[src/rtl/fpu_seq.sv]
// Issue sequencer between the FP issue stage and the fpu datapath: holds one op on
// the fpu inputs for its opcode latency, then returns the captured result with its tag.
module fpu_seq #(
    parameter int TAG_W    = 5,
    parameter int LAT_ADD  = 3,
    parameter int LAT_MUL  = 2,
    parameter int LAT_DIV  = 8,
    parameter int LAT_SQRT = 8,
    parameter int LAT_SGN  = 1,
    parameter int LAT_CMP  = 1,
    parameter int LAT_CVT  = 2,
    parameter int HAS_DIV  = 0
) (
    input  logic             clk,
    input  logic             rst,
    input  logic             flush,
    input  logic             req_valid,
    output logic             req_ready,
    input  logic [3:0]       req_op,
    input  logic [31:0]      req_src0,
    input  logic [31:0]      req_src1,
    input  logic [TAG_W-1:0] req_tag,
    output logic [3:0]       fpu_op,
    output logic [31:0]      fpu_src0,
    output logic [31:0]      fpu_src1,
    input  logic [31:0]      fpu_result,
    output logic             resp_valid,
    input  logic             resp_ready,
    output logic [31:0]      resp_data,
    output logic [TAG_W-1:0] resp_tag,
    output logic             resp_illegal,
    output logic             busy
);

    function automatic int max_lat();
        int m;
        m = LAT_ADD;
        if (LAT_MUL > m)  m = LAT_MUL;
        if (LAT_DIV > m)  m = LAT_DIV;
        if (LAT_SQRT > m) m = LAT_SQRT;
        if (LAT_SGN > m)  m = LAT_SGN;
        if (LAT_CMP > m)  m = LAT_CMP;
        if (LAT_CVT > m)  m = LAT_CVT;
        return m;
    endfunction

    localparam int MAX_LAT = max_lat();
    localparam int CNT_W   = $clog2(MAX_LAT) + 1;

    typedef enum logic [1:0] {
        S_IDLE = 2'd0,
        S_EXEC = 2'd1,
        S_DONE = 2'd2
    } state_t;

    // Counter is preloaded with LAT-1 so capture happens on the LAT-th edge after accept.
    function automatic logic [CNT_W-1:0] lat_m1(input logic [3:0] op);
        int lat;
        case (op)
            4'd0, 4'd1:        lat = LAT_ADD;
            4'd2:              lat = LAT_MUL;
            4'd3:              lat = LAT_DIV;
            4'd4:              lat = LAT_SQRT;
            4'd5, 4'd6, 4'd7:  lat = LAT_SGN;
            4'd8, 4'd9, 4'd10: lat = LAT_CMP;
            4'd11, 4'd12:      lat = LAT_CVT;
            default:           lat = 1;
        endcase
        return CNT_W'(lat - 1);
    endfunction

    function automatic logic op_legal(input logic [3:0] op);
        logic ok;
        ok = (op <= 4'd12);
        if ((op == 4'd3 || op == 4'd4) && (HAS_DIV == 0)) ok = 1'b0;
        return ok;
    endfunction

    state_t             state_q, state_d;
    logic [CNT_W-1:0]   cnt_q, cnt_d;
    logic [3:0]         op_q, op_d;
    logic [31:0]        src0_q, src0_d;
    logic [31:0]        src1_q, src1_d;
    logic [TAG_W-1:0]   tag_q, tag_d;
    logic [31:0]        data_q, data_d;
    logic               illegal_q, illegal_d;
    logic               accept;
    logic               req_legal;

    assign accept    = req_valid & req_ready;
    assign req_legal = op_legal(req_op);

    always_ff @(posedge clk) begin
        if (rst) begin
            state_q <= S_IDLE;
        end else begin
            state_q <= state_d;
        end
    end

    always_comb begin
        state_d = state_q;
        unique case (state_q)
            S_IDLE: begin
                if (accept) state_d = req_legal ? S_EXEC : S_DONE;
            end
            S_EXEC: begin
                if (cnt_q == '0) state_d = S_DONE;
            end
            S_DONE: begin
                if (resp_ready) begin
                    if (accept) state_d = req_legal ? S_EXEC : S_DONE;
                    else        state_d = S_IDLE;
                end
            end
            default: state_d = S_IDLE;
        endcase
        // Flush overrides both a pending capture and a same-cycle accept.
        if (flush) state_d = S_IDLE;
    end

    always_comb begin
        req_ready  = ~flush & ((state_q == S_IDLE) | ((state_q == S_DONE) & resp_ready));
        resp_valid = (state_q == S_DONE);
        busy       = (state_q != S_IDLE);
    end

    always_comb begin
        op_d      = op_q;
        src0_d    = src0_q;
        src1_d    = src1_q;
        tag_d     = tag_q;
        cnt_d     = cnt_q;
        data_d    = data_q;
        illegal_d = illegal_q;
        if (accept) begin
            op_d      = req_op;
            src0_d    = req_src0;
            src1_d    = req_src1;
            tag_d     = req_tag;
            cnt_d     = lat_m1(req_op);
            data_d    = '0;
            illegal_d = ~req_legal;
        end else if ((state_q == S_EXEC) && !flush) begin
            if (cnt_q == '0) begin
                data_d    = fpu_result;
                illegal_d = 1'b0;
            end else begin
                cnt_d = cnt_q - CNT_W'(1);
            end
        end
    end

    always_ff @(posedge clk) begin
        if (rst) begin
            cnt_q     <= '0;
            op_q      <= '0;
            src0_q    <= '0;
            src1_q    <= '0;
            tag_q     <= '0;
            data_q    <= '0;
            illegal_q <= 1'b0;
        end else begin
            cnt_q     <= cnt_d;
            op_q      <= op_d;
            src0_q    <= src0_d;
            src1_q    <= src1_d;
            tag_q     <= tag_d;
            data_q    <= data_d;
            illegal_q <= illegal_d;
        end
    end

    assign fpu_op       = op_q;
    assign fpu_src0     = src0_q;
    assign fpu_src1     = src1_q;
    assign resp_data    = data_q;
    assign resp_tag     = tag_q;
    assign resp_illegal = illegal_q;

endmodule

[config.mk]
export PLATFORM = sky130hd
export DESIGN_NAME = fpu_seq
export DESIGN_NICKNAME = d
export VERILOG_FILES = /design/src/rtl/fpu_seq.sv
export SDC_FILE = /design/constraint.sdc
export NUM_CORES = 1
export LEC_CHECK = 0
export CORE_UTILIZATION = 39
export CTS_CLUSTER_DIAMETER = 40
export DETAILED_ROUTE_END_ITERATION = 16
export PLACE_DENSITY = 0.78
export SLEW_MARGIN = 20
export SYNTH_ARGS = -nofsm -noshare
export SYNTH_HDL_FRONTEND = slang
export SYNTH_SLANG_ARGS = --single-unit
[constraint.sdc]
create_clock -name clk -period 2.1 [get_ports clk]
set_clock_uncertainty 0.05 [all_clocks]
set_input_delay 0.315 -clock clk [delete_from_list [all_inputs] [get_ports clk]]
set_output_delay 0.315 -clock clk [all_outputs]
set_load 0.01 [all_outputs]
==> impl_metrics.toml <==
[clock_network]
tritoncts = "done"
clock_latency_ns = 0.35
cts-root-buf = "clkbuf_8"
cts_buffers = 9
clock_path_buffers = 2
cts_setup_buffers = 0
htreeDepth = 3
clk_pin_slew_ns = 0.10
hold_buffers = 0
numClockSinks = 112
cts_resized = 1

[timing]
holdWs_ns = 0.269
fmax_mhz = 524
min_period_ns = 1.91
hold_viol = 0
setup_viol = 0
fin_crit_sh = 0.909
rsz0062_at_grt = "no"
slew_violations = 0
tightest_slew_ns = 0.440
relSlewSlack = 0.706

[logic_synthesis]
synth_top_cell_by_area = "dfxtp_1"
synthArstFlopShare = 0
synth_most_common_cell = "nand2_1"
synth.top_cell.area_share = 0.548
synthTopCellsByCount = "215 x nand2_1, 112 x dfxtp_1, 108 x a21oi_1"
synth_area_um2 = 4090
synth_nets = 631
ys.warnings.count = 0
ys_types = 35
synthesis.instances = 519
ys_seq_elements = 112
seq_area_frac_synth = 0.548
ys.flop_type = "dfxtp_1"
syn_avg_cell_area_um2 = 7.89
synthTopCellsByArea = "dfxtp_1 55%, nand2_1 20%, a21oi_1 13%, clkbuf_1 1.8%, buf_2 1.7%"
synth_edf_count = 0

[routing]
ant_nets = 0
wl_per_cell_um = 13.3
vias_per_cell = 4.85
wl_um = 11600
drt_first_pass_iters = 5
drc = 0
dr_total_vias = 4230
drt_iter0_markers = 227

[placed_design]
gp_congestion = 0.797
dp_hpwl_um = 8520
port_buffers = 218
numPlacedInstances = 858

[final_layout]
drive_gt1_frac = 0.0598
antenna_cells = 0
regArea_um2 = 2240
nets = 845
area_growth_pct = 63.0
instances_no_fill = 872
multi_input_area_um2 = 1700
fill_cells = 880

[pwr]
power_density_nw_per_um2 = 607
power.total_w = 0.00405
p_sw_w = 0.00103
switching_share = 0.253
peakVddDrop_mv = 0.400
intPower_w = 0.00303
seqPwrFrac = 0.553
clkPwrFrac = 0.279
p_leak_nw = 2.35
p_comb_frac = 0.168

[floorplanning]
start_util = 0.400
num_rows = 37
dieArea_um2 = 10900
core-area_um2 = 10200
die_w_um = 104
die_h_um = 104
pin_count = 219

[min_path]
hp-start = "rst"
hp-class = "input port to flop"
holdPathEnd = "resp_tag[1]"
whs_path_depth = 2

[critical_path]
crit_chain = "clkdlybuf4s50_1, nor2b_4, or4b_2, a311o_1, a211oi_2"
critPathLaunchType = "input port"
crit_arrival_ns = 2.14
crit_type = "input port to flop"
rrSetupSlack_ns = 0.23
cpLargestDelayFamily = "simple AND/OR/NAND/NOR gates"
rr_endpoint = "cnt_q[3]"
r2r_cells = 4
slowest_delay_ns = 0.68
startpoint = "resp_ready"
crit_path_end_kind = "flop"
cp_max_fo = 5
cp.depth = 5
crit_buf_inv = 1
r2r-start = "state_q[1]"
crit_path_top_delay_cell = "or4b_2"
crit_required_ns = 2.33

[run_status]
status = "complete, no violations"

[grt]
grt_use_total = 0.210
grt_max_degree = 49
gr-total-overflow = 0
grt_pass1_vias = 4022
grt_pass1_wl_um = 18700
antenna_found_initial = 0

[job]
cap_violations = 0
-- metal layers --
metal,vias up,global-route usage,share of wire
met1,1926,0.238,0.41
li1,2115,-,-
met2,169,0.365,0.48
met4,0,0.0765,0.022
met3,20,0.0670,0.086
met5,-,0,0
-- how the worst max path moves through the flow --
stage	endpoint	slack, ns
after floorplan	fpu_op[0]	0.42
after global placement	fpu_src1[7]	-0.17
after detailed placement	fpu_src1[12]	-0.19
after CTS	busy	0.18
after global routing	resp_valid	0.09
final	cnt_q[3]	0.19
-- power groups by stage --
stage / registers [W] / clock network, W / logic [W]
2_1_floorplan: 0.00232 / 0 / 0.000211
3_3_place_gp: 0.00229 / 0 / 0.000673
3_5_place_dp: 0.00229 / 0 / 0.000685
4_1_cts: 0.00224 / 0.00117 / 0.000688
5_1_grt: 0.00225 / 0.00125 / 0.000737
6_report: 0.00224 / 0.00113 / 0.000681
-- per-stage QoR --
stage / worst slack [ns] / TNS, ns / util / area [um^2]
detailed placement: -0.189 / -13.07 / 0.637 / 6520
finish: 0.190 / 0 / 0.652 / 6670
global placement: -0.168 / -11.18 / 0.637 / 6520
global route: 0.0906 / 0 / 0.652 / 6670
floorplan: 0.423 / 0 / - / 4090
CTS: 0.175 / 0 / 0.652 / 6670
-- area by class of cell --
cell class / count / area share
Tap cell: 136 / 0.0255
Sequential cell: 112 / 0.336
Multi-Input combinational cell: 368 / 0.255
Clock inverter: 5 / 0.00525
Timing Repair Buffer: 238 / 0.358
Inverter: 4 / 0.00225
Clock buffer: 9 / 0.0186
-- cell usage in the layout, fill, tap and decap left out, types with 2 or more instances in the layout --
cell | Yosys | layout
clkdlybuf4s50_1 | 0 | 216
clkinv_2 | 0 | 2
nand2_1 | 215 | 215
dfxtp_1 | 112 | 112
a21oi_1 | 108 | 108
inv_1 | 4 | 4
ha_1 | 2 | 2
nor3_1 | 4 | 4
nor2b_1 | 3 | 3
nand2b_1 | 3 | 3
buf_12 | 0 | 5
clkbuf_8 | 0 | 9
o21ai_0 | 2 | 2
nor3b_1 | 2 | 2
a22oi_1 | 2 | 2
nand3_1 | 3 | 3
or3b_2 | 3 | 3
buf_4 | 0 | 15
a211oi_1 | 2 | 2
-- kinds of logic (layout without fill, tap and decap cells) --
logic type,count (synthesis),count (layout),share of synthesized area
compound gates,121,121,0.157
xor+xnor,1,1,0.00214
fa+ha+maj,2,2,0.00611
buf+inv,39,256,0.0400
flops,112,112,0.548
simple gates,244,244,0.247
-- worst reg2reg max path, stage by stage, from the launching register on --
cell      delay [ns]
dfxtp_1         0.36
nor2b_4         0.14
or4b_2          0.68
a311o_1         0.37
a211oi_2        0.20
-- sequential cells by signal, summed over array words and instances (netlist names) --
signal        flops
fpu_src0         32
fpu_src1         32
resp_data        32
resp_tag          5
cnt_q             4
fpu_op            4
state_q           2
resp_illegal      1
(Power assumes the default switching activity.)
